<file path="src/rtl/isp_pkg.sv">
// Shared ISP types: pixel format, pad sequencer states and border helper.
package isp_pkg;

  typedef struct packed {
    logic [7:0] r;
    logic [7:0] g;
    logic [7:0] b;
  } pixel_t;

  typedef enum logic [2:0] {IDLE, TOP, LPAD, DATA, RPAD, BOT, FLUSH, DONE} pad_state_t;

  // Border width for a KxK window.
  function automatic int unsigned pad_border(input int unsigned k);
    return (k - 1) / 2;
  endfunction

endpackage

</file>
<file path="src/rtl/filter_pad_sequencer_if.sv">
// Demosaic-to-filter stream bundle for the pad sequencer.
interface filter_pad_sequencer_if;
  import isp_pkg::*;

  logic   start;
  logic   iValid;
  logic   iReady;
  pixel_t iData;
  logic   oValid;
  pixel_t oData;
  logic   oBusy;
  logic   oDone;

  modport master (output start, iValid, iData, input iReady, oValid, oData, oBusy, oDone);
  modport slave  (input start, iValid, iData, output iReady, oValid, oData, oBusy, oDone);
endinterface

</file>
<file path="src/rtl/pad_xy_counter.sv">
// Column/row counters with enables, dynamic terminal values and wrap to zero.
module pad_xy_counter #(
  parameter int unsigned COL_W = 4,
  parameter int unsigned ROW_W = 4
) (
  input  logic             clk,
  input  logic             reset,
  input  logic             colEn,
  input  logic [COL_W-1:0] colMax,
  input  logic             rowEn,
  input  logic [ROW_W-1:0] rowMax,
  output logic             colLast_c,
  output logic             rowLast_c
);
  logic [COL_W-1:0] col;
  logic [ROW_W-1:0] row;

  assign colLast_c = (col == colMax);
  assign rowLast_c = (row == rowMax);

  // Advance counters; wrap to zero on terminal count.
  always_ff @(posedge clk) begin
    if (reset) begin
      col <= '0;
      row <= '0;
    end else begin
      if (colEn) col <= colLast_c ? '0 : col + COL_W'(1);
      if (rowEn) row <= rowLast_c ? '0 : row + ROW_W'(1);
    end
  end
endmodule

</file>
<file path="src/rtl/filter_pad_sequencer.sv">
// Pads a demosaic frame for a KxK filter: zero top rows, per-row left/right
// padding, zero bottom rows, then a zero flush. Optional macro
// FILTER_PAD_REPLICATE_EN replicates edge pixels for column padding.
module filter_pad_sequencer
  import isp_pkg::*;
#(
  parameter int unsigned WIDTH        = 320,
  parameter int unsigned HEIGHT       = 240,
  parameter int unsigned KERNEL_SIZE  = 7,
  parameter int unsigned FLUSH_CYCLES = 994
) (
  input  logic                   clk,
  input  logic                   reset,
  filter_pad_sequencer_if.slave  bus
);
  localparam int unsigned B        = pad_border(KERNEL_SIZE);
  localparam int unsigned ROW_LEN  = WIDTH + 2 * B;
  localparam int unsigned ROW_SPAN = (HEIGHT > B) ? HEIGHT : B;
  localparam int unsigned COL_W    = $clog2(ROW_LEN + 1);
  localparam int unsigned ROW_W    = $clog2(ROW_SPAN + 1);
  localparam int unsigned FLUSH_W  = $clog2(FLUSH_CYCLES + 1);
`ifdef FILTER_PAD_REPLICATE_EN
  // LPAD also carries DATA column 0 (the edge pixel), so DATA takes one beat fewer.
  localparam int unsigned LPAD_LAST = B;
  localparam int unsigned DATA_LAST = WIDTH - 2;
`else
  localparam int unsigned LPAD_LAST = B - 1;
  localparam int unsigned DATA_LAST = WIDTH - 1;
`endif

  pad_state_t         state, stateNext;
  logic               oValidR, oValidNext;
  pixel_t             oDataR, oDataNext;
  logic               iReadyR, iReadyNext;
  logic               oBusyR, oBusyNext;
  logic               oDoneR, oDoneNext;
  logic [FLUSH_W-1:0] flushCnt, flushCntNext;
  logic               colEn, rowEn, colLast, rowLast;
  logic [COL_W-1:0]   colMax;
  logic [ROW_W-1:0]   rowMax;
  logic               xfer;
`ifdef FILTER_PAD_REPLICATE_EN
  pixel_t             edgePix, edgePixNext;
  logic               edgeHeld, edgeHeldNext;
`endif

  assign xfer = bus.iValid & iReadyR;

  pad_xy_counter #(.COL_W(COL_W), .ROW_W(ROW_W)) xyCnt (
    .clk       (clk),
    .reset     (reset),
    .colEn     (colEn),
    .colMax    (colMax),
    .rowEn     (rowEn),
    .rowMax    (rowMax),
    .colLast_c (colLast),
    .rowLast_c (rowLast)
  );

  // State and registered outputs.
  always_ff @(posedge clk) begin
    if (reset) begin
      state    <= IDLE;
      oValidR  <= 1'b0;
      oDataR   <= '0;
      iReadyR  <= 1'b0;
      oBusyR   <= 1'b0;
      oDoneR   <= 1'b0;
      flushCnt <= '0;
`ifdef FILTER_PAD_REPLICATE_EN
      edgePix  <= '0;
      edgeHeld <= 1'b0;
`endif
    end else begin
      state    <= stateNext;
      oValidR  <= oValidNext;
      oDataR   <= oDataNext;
      iReadyR  <= iReadyNext;
      oBusyR   <= oBusyNext;
      oDoneR   <= oDoneNext;
      flushCnt <= flushCntNext;
`ifdef FILTER_PAD_REPLICATE_EN
      edgePix  <= edgePixNext;
      edgeHeld <= edgeHeldNext;
`endif
    end
  end

  // Next state, counter control and next output values.
  always_comb begin
    stateNext    = state;
    oValidNext   = 1'b0;
    oDataNext    = '0;
    iReadyNext   = 1'b0;
    oBusyNext    = oBusyR;
    oDoneNext    = 1'b0;
    flushCntNext = flushCnt;
    colEn        = 1'b0;
    rowEn        = 1'b0;
    colMax       = '0;
    rowMax       = '0;
`ifdef FILTER_PAD_REPLICATE_EN
    edgePixNext  = edgePix;
    edgeHeldNext = edgeHeld;
`endif
    unique case (state)
      IDLE: begin
        // oDone is still high on the first IDLE cycle; a start then is ignored.
        if (bus.start && !oDoneR) begin
          stateNext = TOP;
          oBusyNext = 1'b1;
        end
      end
      TOP, BOT: begin
        oValidNext = 1'b1;
        colEn      = 1'b1;
        colMax     = COL_W'(ROW_LEN - 1);
        rowMax     = ROW_W'(B - 1);
        rowEn      = colLast;
        if (colLast && rowLast) begin
          if (state == TOP) begin
            stateNext = LPAD;
          end else begin
            stateNext    = FLUSH;
            flushCntNext = FLUSH_W'(FLUSH_CYCLES - 1);
          end
        end
      end
      LPAD: begin
        colMax = COL_W'(LPAD_LAST);
`ifdef FILTER_PAD_REPLICATE_EN
        if (!edgeHeld) begin
          if (xfer) begin
            edgeHeldNext = 1'b1;
            edgePixNext  = bus.iData;
          end
        end else begin
          oValidNext = 1'b1;
          oDataNext  = edgePix;
          colEn      = 1'b1;
          if (colLast) begin
            stateNext    = DATA;
            edgeHeldNext = 1'b0;
          end
        end
`else
        oValidNext = 1'b1;
        colEn      = 1'b1;
        if (colLast) stateNext = DATA;
`endif
      end
      DATA: begin
        colMax = COL_W'(DATA_LAST);
        if (xfer) begin
          oValidNext = 1'b1;
          oDataNext  = bus.iData;
          colEn      = 1'b1;
`ifdef FILTER_PAD_REPLICATE_EN
          edgePixNext = bus.iData;
`endif
          if (colLast) stateNext = RPAD;
        end
      end
      RPAD: begin
        oValidNext = 1'b1;
`ifdef FILTER_PAD_REPLICATE_EN
        oDataNext  = edgePix;
`endif
        colEn      = 1'b1;
        colMax     = COL_W'(B - 1);
        rowMax     = ROW_W'(HEIGHT - 1);
        rowEn      = colLast;
        if (colLast) stateNext = rowLast ? BOT : LPAD;
      end
      FLUSH: begin
        oValidNext = 1'b1;
        if (flushCnt == '0) stateNext = DONE;
        else                flushCntNext = flushCnt - FLUSH_W'(1);
      end
      DONE: begin
        oDoneNext = 1'b1;
        oBusyNext = 1'b0;
        stateNext = IDLE;
      end
      default: stateNext = IDLE;
    endcase
    iReadyNext = (stateNext == DATA);
`ifdef FILTER_PAD_REPLICATE_EN
    if (stateNext == LPAD && !edgeHeldNext) iReadyNext = 1'b1;
`endif
  end

  assign bus.iReady = iReadyR;
  assign bus.oValid = oValidR;
  assign bus.oData  = oDataR;
  assign bus.oBusy  = oBusyR;
  assign bus.oDone  = oDoneR;
endmodule

</file>
<file path="src/flat_wrapper.sv">
// flat-port wrapper written by rule: the top's interface ports become plain ports
module filter_pad_sequencer_flat import isp_pkg::*;
#(
  parameter int unsigned WIDTH        = 320,
  parameter int unsigned HEIGHT       = 240,
  parameter int unsigned KERNEL_SIZE  = 7,
  parameter int unsigned FLUSH_CYCLES = 994
)
  (clk, reset, bus_start, bus_iValid, bus_iData, bus_iReady, bus_oValid, bus_oData, bus_oBusy, bus_oDone);
  filter_pad_sequencer_if bus_i ();
  input  logic clk;
  input  logic reset;
  input wire logic [$bits(bus_i.start)-1:0] bus_start;
  input wire logic [$bits(bus_i.iValid)-1:0] bus_iValid;
  input wire logic [$bits(bus_i.iData)-1:0] bus_iData;
  output wire logic [$bits(bus_i.iReady)-1:0] bus_iReady;
  output wire logic [$bits(bus_i.oValid)-1:0] bus_oValid;
  output wire logic [$bits(bus_i.oData)-1:0] bus_oData;
  output wire logic [$bits(bus_i.oBusy)-1:0] bus_oBusy;
  output wire logic [$bits(bus_i.oDone)-1:0] bus_oDone;
  assign bus_i.start = bus_start;
  assign bus_i.iValid = bus_iValid;
  assign bus_i.iData = bus_iData;
  assign bus_iReady = bus_i.iReady;
  assign bus_oValid = bus_i.oValid;
  assign bus_oData = bus_i.oData;
  assign bus_oBusy = bus_i.oBusy;
  assign bus_oDone = bus_i.oDone;
  filter_pad_sequencer #(.WIDTH(WIDTH), .HEIGHT(HEIGHT), .KERNEL_SIZE(KERNEL_SIZE), .FLUSH_CYCLES(FLUSH_CYCLES)) u_core (.clk(clk), .reset(reset), .bus(bus_i));
endmodule
</file>
<file path="config.mk">
export PLATFORM = sky130hd
export DESIGN_NAME = filter_pad_sequencer_flat
export DESIGN_NICKNAME = d
export VERILOG_FILES = /design/src/rtl/isp_pkg.sv /design/src/rtl/filter_pad_sequencer_if.sv /design/src/rtl/pad_xy_counter.sv /design/src/rtl/filter_pad_sequencer.sv /design/src/flat_wrapper.sv
export SDC_FILE = /design/constraint.sdc
export NUM_CORES = 1
export LEC_CHECK = 0
export CORE_UTILIZATION = 40
export CTS_BUF_LIST = sky130_fd_sc_hd__clkbuf_2
export DETAILED_ROUTE_END_ITERATION = 12
export GPL_TIMING_DRIVEN = 0
export PLACE_DENSITY = 0.68
export REMOVE_ABC_BUFFERS = 1
export SLEW_MARGIN = 20
export SYNTH_ARGS = -nofsm -noshare
export SYNTH_HDL_FRONTEND = slang
export SYNTH_SLANG_ARGS = --single-unit
</file>
<file path="constraint.sdc">
create_clock -name clk -period 2.23 [get_ports clk]
set_input_delay 0.446 -clock clk [delete_from_list [all_inputs] [get_ports clk]]
set_output_delay 0.446 -clock clk [all_outputs]
set_load 0.03 [all_outputs]
</file>
== After elaboration in Yosys (flattened, before gate mapping) ==
Cells that the tools add are included.

* Add/subtract/negate cells: 3
* Multipliers: 0
* Div/mod/pow operators: 0
* Magnitude comparators: 0
* Equal/unequal tests: 14
* Shifts and indexed selects: 0
* Mux-type cells: 25
* Bitwise logic cells: 3
* Reduce and logical (&&, ||, !) cells: 15

{| class="wikitable"
|+ Operators with widths
! cell !! number
|-
| $mux 10 || 3
|-
| $mux 3 || 9
|-
| $pmux 9 s3 || 1
|-
| $pmux 3 s7 || 1
|-
| $pmux 10 s2 || 1
|-
| $pmux 8 s2 || 1
|-
| $eq 3x3->1 const B || 4
|-
| $logic_not 10->1 || 1
|-
| $sub 10x1->10 const B || 1
|-
| $add 9x1->9 const B || 1
|-
| $eq 3x2->1 const B || 3
|-
| $eq 9x9->1 || 1
|-
| $mux 9 || 1
|-
| $add 8x1->8 const B || 1
|-
| $eq 8x8->1 || 1
|-
| $mux 8 || 1
|-
| $pmux 1 s2 || 3
|-
| $reduce_or 3->1 || 2
|-
| $reduce_or 5->1 || 1
|-
| $mux 1 || 4
|-
| $ne 2x1->1 const B || 2
|-
| $ne 2x2->1 const B || 2
|-
| $reduce_and 4->1 || 1
|-
| $reduce_bool 2->1 || 2
|-
| other kinds (9) || 12
|}

* Register bits after elaboration: 58
* Latch bits: 0
* RAM bits: 0
* Memory bits (read-only): 0
* Input port bits: 28
* Output and inout bits: 28
* Logic and storage cells: 71
* Memories: 0

== Logic depth before layout (Yosys ltp) ==
Gate-level depths: netlist (run 1).

* Depth after elaboration: 8
* Mapped depth: 9
* Depth with buffers taken out: 9

== By module ==
A second synthesis (run 1) with hierarchy kept.

* Cell total of the unflattened synthesis: 288
* Area, all modules: 2652.5 sq um

{| class="wikitable"
|+ By module, submodules not included
! module !! times used !! cells an instance !! area each (sq um) !! seq. area each (sq um)
|-
| filter_pad_sequencer || 1 || 178 || 1650.3 || 820.8
|-
| pad_xy_counter || 1 || 110 || 1002.2 || 340.3
|}

== Worst setup path before layout (run 1) ==
Ideal clock, no wire load.

* Path kind: reg-to-reg
* From: reg u_core.state[0]
* To: reg u_core.flushCnt[1]
* Library setup time: 67 ps
* Data arrival time: 2337 ps
* Data required time: 2163 ps
* Path slack: -175 ps
* Stages on the path, launching flop included: 10
* Path buffers: 2
* Period minus slack after synthesis: 2405 ps
* Path through: dfxtp_1 > buf_4 > and3b_1 > or4_4 > a22oi_4 > nand3_4 > or4_4 > buf_6 > a211o_1 > a21oi_2

* Longest elaborated chain between the ends: 7
* Elaborated cells between the ends (all ways): 19
* Classes of those cells: 11 x eq/ne; 3 x mux; 5 x reduce/logical

{| class="wikitable"
|+ Ends and longest elaborated chain
! item !! line !! RTL
|-
| start, declared || filter_pad_sequencer.sv:31 || <nowiki>pad_state_t state, stateNext;</nowiki>
|-
| start signal, assigned || filter_pad_sequencer.sv:75 || <nowiki>state <= stateNext;</nowiki>
|-
| $eq 3x2->1 (tied with other cells) || filter_pad_sequencer.sv:106 || <nowiki>unique case (state)</nowiki>
|-
| $reduce_or 2->1, on equally long branches || n/a ||
|-
| $pmux 9 s3 / $pmux 8 s2 (equally long branches) || filter_pad_sequencer.sv:106 ||
|-
| $eq 9x9->1 / $eq 8x8->1 (equally long branches) || pad_xy_counter.sv:18, pad_xy_counter.sv:19 ||
|-
| $logic_and 1x1->1 || filter_pad_sequencer.sv:120 || <nowiki>if (colLast && rowLast) begin</nowiki>
|-
| $ne 2x1->1 (no source line) || n/a ||
|-
| $reduce_and 4->1 (no source line) || n/a ||
|-
| end signal, assigned || filter_pad_sequencer.sv:81 || <nowiki>flushCnt <= flushCntNext;</nowiki>
|-
| end, declared || filter_pad_sequencer.sv:37 || <nowiki>logic [FLUSH_W-1:0] flushCnt, flushCntNext;</nowiki>
|}

Parallel ways exist; a longest one is shown, timed or not.
A chain may end at the register's enable or synchronous reset.

== Worst setup path in the final report (run 1) ==
* From: reg u_core.xyCnt.row[0]
* To: reg u_core.flushCnt[1]

* Longest elaborated chain between the ends: 4

{| class="wikitable"
|+ Ends and longest elaborated chain
! item !! line !! RTL
|-
| start, declared || pad_xy_counter.sv:16 || <nowiki>logic [ROW_W-1:0] row;</nowiki>
|-
| start signal, assigned || pad_xy_counter.sv:28 || <nowiki>if (rowEn) row <= rowLast_c ? '0 : row + ROW_W'(1);</nowiki>
|-
| $eq 8x8->1 || pad_xy_counter.sv:19 || <nowiki>assign rowLast_c = (row == rowMax);</nowiki>
|-
| $logic_and 1x1->1 || filter_pad_sequencer.sv:120 ||
|-
| $ne 2x1->1 (no source line) || n/a ||
|-
| $reduce_and 4->1 (no source line) || n/a ||
|}

No other way between the ends.

==> impl_metrics.yaml, run 1 <==
floorplan:
  die_x_um: 82.1
  row_count: 28
  io_pins: 56
  start_util: 0.423
  fp.dieArea_mm2: 0.00673
  core_mm2: 0.00606
  die_height_um: 82.1
pwr:
  power_density_mw_per_mm2: 804
  pwr-share-seq: 0.393
  pwr-share-clk: 0.237
  p_leak_nw: 1.35
  internal-power_mw: 1.88
  irDropWorstVdd_uv: 480
  total_power_mw: 2.92
  p_sw_mw: 1.04
  comb_power_share: 0.370
  switching_share: 0.358
placement:
  gp_congestion: 0.792
  hpwl_um: 3780
  placed_cell_area_mm2: 0.00314
  port_buffers: 55
  dp.cells: 399
  dp_slack_ps: -587
yosys:
  synth.yosys.seq_area_share: 0.453
  synth_cells: 282
  synth_seq_cells: 58
  synth_ff_type: "dfxtp_1"
  async_reset_ff_frac: 0
  ys_types: 50
  synth_warnings: 0
  synth_edf_count: 0
  netlist_area_mm2: 0.00256
  avgSynthCellArea_um2: 9.09
global_route:
  first_global_vias: 2088
  antenna_found_initial: 0
  grt_use_total: 0.188
  overflow: 0
  grt_max_degree: 25
  grt_pass1_wl_um: 9360
routing:
  vias: 2260
  routed_via_density: 5.16
  drt-total-wl_um: 5890
  firstDrtPassIters: 4
  remaining_drc_errors: 0
  first_iter_violations: 67
  wl_per_cell_um: 13.5
  postRouteAntennaNets: 0
hold_path:
  min_path_type: "in -> reg"
  whs_endpoint: "u_core.bus.oData[17]"
  hold_path_depth: 2
  hp-start: "bus_iData[17]"
timing:
  setup_slack_ps: -183
  rsz0062_at_grt: "true"
  setup_viol: 10
  slew_violations: 0
  max_clock_freq_ghz: 0.414
  finalSetupTns_ps: -1140
  slew_headroom: 0.458
  hold_viol_final: 0
  finalCriticalPeriod_ps: 2410
  post-route-period-util: 1.08
  tightest_slew_ps: 811
  fin_worst_skew_ps: 31.8
  whs_ps: 469
final_layout:
  stdcell_area_mm2: 0.00363
  antenna_cells: 0
  multiInputGateArea_mm2: 0.00147
  finish.utilization: 0.599
  layout_commonest_cell: "clkdlybuf4s50_1"
  fin_nets: 389
  fill_cells: 532
  drive_gt1_frac: 0.201
  mostFrequentLayoutCells: "55 x clkdlybuf4s50_1, 52 x dfxtp_1, 28 x nor2_1, 26 x and2_1, 21 x buf_4"
  syn_to_final_growth_pct: 41.6
  register_area_mm2: 0.00118
  layout.cells.non_filler: 438
clocking:
  clock-sinks: 58
  clock_path_buffers: 2
  cts-root-buf: "clkbuf_2"
  cts_tree: "done"
  cts_buffers: 9
  cts_hold_buf: 0
  insertion_delay_ps: 500
  clkTransAtPathRegs_ps: 200
  htreeDepth: 3
setup_path:
  crit_family: "simple AND/OR/NAND/NOR gates"
  path_buf_inv: 0
  slowest_delay_ps: 530
  startpoint_type: "flop"
  r2r.worst_path.cells: 7
  cp-end-kind: "flop"
  cp_cell_sequence: "or4_4 -> nor3_4 -> nor3b_4 -> nand2_1 -> or4_4 -> a211o_1 -> a21oi_2"
  arrival_ps: 2850
  r2r_start: "u_core.xyCnt.row[0]"
  crit_type: "reg -> reg"
  cp_slowest_cell: "or4_4"
  rrSetupSlack_ps: -180
  worstReg2RegEnd: "u_core.flushCnt[1]"
  timing.critical_path.mode_cell: "or4_4"
  cp_max_fo: 4
  required_ps: 2670
run_status:
  violations: "setup timing"
  status: "finished, violations left"
run:
  maxCapViolCount: 0
state kept, by name, summed over array words and instances (netlist names):
name	cells
u_core.xyCnt.row	8
u_core.xyCnt.col	9
u_core.bus.oBusy	1
u_core.flushCnt	10
u_core.state	3
u_core.bus.oData	24
u_core.bus.oDone	1
u_core.bus.iReady	1
u_core.bus.oValid	1
what timing repair did:
| item | 4_1_cts | 5_1_grt |
|---|---|---|
| pin swaps | 10 | 4 |
| gates resized for setup | 22 | 13 |
| buffers inserted | 21 | 2 |
| setup endpoints to repair | 31 | 21 |
how the worst max path moves through the flow:
stage                                     to           startpoint  slack [ps]  cells after the start
after global routing      u_core.flushCnt[1]      u_core.state[2]        -220                      9
final                     u_core.flushCnt[1]  u_core.xyCnt.row[0]        -180                      7
after detailed placement  u_core.flushCnt[1]      u_core.state[2]        -590                      7
after floorplan           u_core.flushCnt[1]      u_core.state[2]        -290                      7
after CTS                 u_core.flushCnt[1]  u_core.xyCnt.row[0]        -100                      7
after global placement    u_core.flushCnt[1]      u_core.state[2]        -570                      7
Yosys cell counts (4+ instances only):
cell / instances / area, um2
a21oi_1: 13 / 65.1
and2_1: 26 / 163
and3_1: 5 / 31.3
clkbuf_1: 8 / 30.0
dfxtp_1: 58 / 1160
inv_1: 5 / 18.8
nand2_1: 20 / 75.1
nand2b_1: 4 / 25.0
nand3_1: 10 / 50.1
nand4_1: 7 / 43.8
nor2_1: 29 / 109
nor2b_1: 5 / 31.3
nor3_1: 10 / 50.1
nor4_1: 5 / 31.3
or3_1: 5 / 31.3
xnor2_1: 13 / 114
xor2_1: 8 / 70.1
power by group through the flow:
stage | clock network (mW) | registers [mW] | logic [mW]
after floorplan | 0 | 1.23 | 0.471
after global placement | 0 | 1.22 | 0.685
after detailed placement | 0 | 1.22 | 0.697
after CTS | 0.714 | 1.15 | 1.01
after global routing | 0.763 | 1.16 | 1.18
final | 0.691 | 1.15 | 1.08
final cells by class:
cell class                      instances  share of cell area
Multi-Input combinational cell        206               0.404
Sequential cell                        58               0.325
Timing Repair Buffer                   78               0.206
Tap cell                               75              0.0259
Clock inverter                          7              0.0217
Clock buffer                            9              0.0124
Inverter                                5             0.00517
kinds of logic (layout without fill, tap and decap cells):
kind of cell             after synthesis  count (layout)  synth area share
AND/OR/NAND/NOR                      143             143             0.310
flip-flops                            58              58             0.453
AO/OA/AOI/OAI                         37              37             0.110
XOR/XNOR                              21              21            0.0717
buffers and inverters                 18              99            0.0332
adder cells (fa/ha/maj)                3               3            0.0146
multiplexers                           2               2           0.00781
metal layers:
layer  vias up  part of all wire  global-route usage  wire length [um]
met5         -                 0                   0                 0
met4         0            0.0093              0.0772                55
met3         7             0.061              0.0756               357
met2        64              0.48               0.291              2840
met1      1046              0.45               0.231              2640
li1       1143                 -                   -                 -
Power figures use the tool's default switching activity.
==> run 2: changes to the inputs <==
--- a/config.mk
+++ b/config.mk
@@ -9,7 +9,7 @@
 export CTS_BUF_LIST = sky130_fd_sc_hd__clkbuf_2
 export DETAILED_ROUTE_END_ITERATION = 12
 export GPL_TIMING_DRIVEN = 0
-export PLACE_DENSITY = 0.68
+export PLACE_DENSITY = 0.66
 export REMOVE_ABC_BUFFERS = 1
 export SLEW_MARGIN = 20
 export SYNTH_ARGS = -nofsm -noshare
==> constraint.sdc (replaced) <==
create_clock -name clk -period 3.1 [get_ports clk]
set_input_delay 0.62 -clock clk [delete_from_list [all_inputs] [get_ports clk]]
set_output_delay 0.62 -clock clk [all_outputs]
set_load 0.03 [all_outputs]
==> run 2 against run 1 <==
Against the previous run: via count shrank 5.0%; final cell count shrank 5.3%; critical path type unchanged; critical endpoint unchanged; the flow now finishes without violations; register-to-register slack gained 410 ps.
==> impl_metrics.yaml, run 2 (synthesized netlist as in run 1, its figures left out) <==
final_layout:
  largest_reg_flops: 24
  syn_to_final_growth_pct: 27.1
  drive_gt1_frac: 0.0765
  fin_nets: 366
  fill_cells: 557
  stdcell_area_mm2: 0.00326
  layout_commonest_cell: "dfxtp_1"
  register_area_mm2: 0.00116
  multiInputGateArea_mm2: 0.00132
  mostFrequentLayoutCells: "58 x dfxtp_1, 55 x clkdlybuf4s50_1, 28 x nor2_1, 26 x and2_1, 20 x nand2_1"
  antenna_cells: 0
clocking:
  clkTransAtPathRegs_ps: 170
  cts_hold_buf: 0
  clock-sinks: 58
  cts_tree: "done"
  htreeDepth: 3
  insertion_delay_ps: 470
  cts_buffers: 9
  clock_path_buffers: 2
  cts-root-buf: "clkbuf_2"
  cts-resized-gates: 0
  post_cts_buffers: 0
global_route:
  antenna_found_initial: 0
  grt_use_total: 0.173
  grt_pass1_wl_um: 8910
  grt_max_degree: 26
  overflow: 0
  first_global_vias: 1944
setup_path:
  path_buf_inv: 0
  cp_slowest_cell: "dfxtp_1"
  cp_max_fo: 19
  slowest_delay_ps: 750
  cp-end-kind: "flop"
  required_ps: 3490
  timing.critical_path.mode_cell: "or4_4"
  startpoint_type: "flop"
  crit_type: "reg -> reg"
  crit_family: "simple AND/OR/NAND/NOR gates"
  arrival_ps: 3260
  cp_cell_sequence: "and3b_1 -> or4_4 -> a22oi_4 -> nand3_4 -> or4_4 -> a211o_1 -> a21oi_2"
timing:
  finalSetupTns_ps: 0
  max_clock_freq_ghz: 0.348
  finalCriticalPeriod_ps: 2870
  setup_viol: 0
  hold_viol_final: 0
  slew_headroom: 0.431
  post-route-period-util: 0.927
  rsz0062_at_grt: "false"
  fin_worst_skew_ps: 15.6
  tightest_slew_ps: 851
  slew_violations: 0
routing:
  vias: 2148
  drt-total-wl_um: 5320
  routed_via_density: 5.18
  remaining_drc_errors: 0
  wl_per_cell_um: 12.8
  postRouteAntennaNets: 0
  firstDrtPassIters: 7
  first_iter_violations: 169
floorplan:
  start_util: 0.423
  row_count: 28
  core_mm2: 0.00606
  io_pins: 56
  die_x_um: 82.1
  die_height_um: 82.1
  fp.dieArea_mm2: 0.00673
run_status:
  status: "completed"
placement:
  hpwl_um: 3680
  placed_cell_area_mm2: 0.00314
  port_buffers: 55
  gp_congestion: 0.756
hold_path:
  min_path_type: "reg -> reg"
pwr:
  power_density_mw_per_mm2: 566
  irDropWorstVdd_uv: 327
  p_leak_nw: 1.18
run:
  maxCapViolCount: 0
-- run 2: cell types whose count changed in the layout (fill, tap and decap cells not counted), moves of 2 or more --
cell / delta
and3_1: +2
and3_4: -2
buf_12: -2
buf_4: -21
dfxtp_1: +6
dfxtp_2: -2
dfxtp_4: -4
nor3_1: +3
nor3_2: -2
nor3b_1: +2
-- run 2: final cells by class --
cell class | instances | area share
tap | 75 | 0.0288
multi-input combinational | 206 | 0.405
inverter | 5 | 0.00576
sequential | 58 | 0.356
clock inverter | 7 | 0.0215
timing repair buffer | 55 | 0.169
clock buffer | 9 | 0.0138
-- run 2: layer usage --
| metal | vias up | GRT usage | share of wire |
|---|---|---|---|
| li1 | 1093 | - | - |
| met3 | 9 | 0.0544 | 0.051 |
| met5 | - | 0 | 0 |
| met1 | 1000 | 0.237 | 0.48 |
| met4 | 0 | 0.0737 | 0.012 |
| met2 | 46 | 0.246 | 0.45 |
-- run 2: path summary, 6_finish.rpt --
check | cells after the start | start | end | slack, ps
setup reg to reg | 7 | u_core.state[2] | u_core.flushCnt[1] | 230
hold / removal | 2 | u_core.flushCnt[2] | u_core.flushCnt[2] | 490
setup / recovery | 7 | u_core.state[2] | u_core.flushCnt[1] | 230
hold reg to reg | 2 | u_core.flushCnt[2] | u_core.flushCnt[2] | 490
-- run 2: stage by stage --
stage / setup slack, ps / util / hold slack (ps) / instances / power [mW]
3_5_place_dp: 205 / 0.519 / 469 / 399 / 1.38
2_1_floorplan: 584 / - / 443 / 269 / 1.22
5_1_grt: 42.1 / 0.538 / 528 / 415 / 1.97
3_3_place_gp: 205 / 0.518 / 464 / 399 / 1.37
4_1_cts: 230 / 0.538 / 491 / 415 / 1.86
6_report: 228 / 0.538 / 485 / 415 / 1.84
-- run 2: tightest hold or removal path: cells and delay by family, from the launching register on --
family / cells / cell delay, ps
DFF: 1 / 350
and+or+nand+nor: 1 / 60
AOI/OAI and AO/OA: 1 / 50
-- run 2: report_power, final --
group          leakage (nW)  switching [mW]  internal (mW)
logic                 0.653           0.294          0.214
clock network        0.0616           0.291          0.183
registers             0.468          0.0839          0.780
==> run 3: changes to the inputs <==
--- a/config.mk
+++ b/config.mk
@@ -8,6 +8,7 @@
 export CORE_UTILIZATION = 40
 export CTS_BUF_LIST = sky130_fd_sc_hd__clkbuf_2
 export DETAILED_ROUTE_END_ITERATION = 12
+export GPL_ROUTABILITY_DRIVEN = 0
 export GPL_TIMING_DRIVEN = 0
 export PLACE_DENSITY = 0.66
 export REMOVE_ABC_BUFFERS = 1
==> results of run 3 <==
The final DEF is identical to that of run 2; final timing and power are the same.
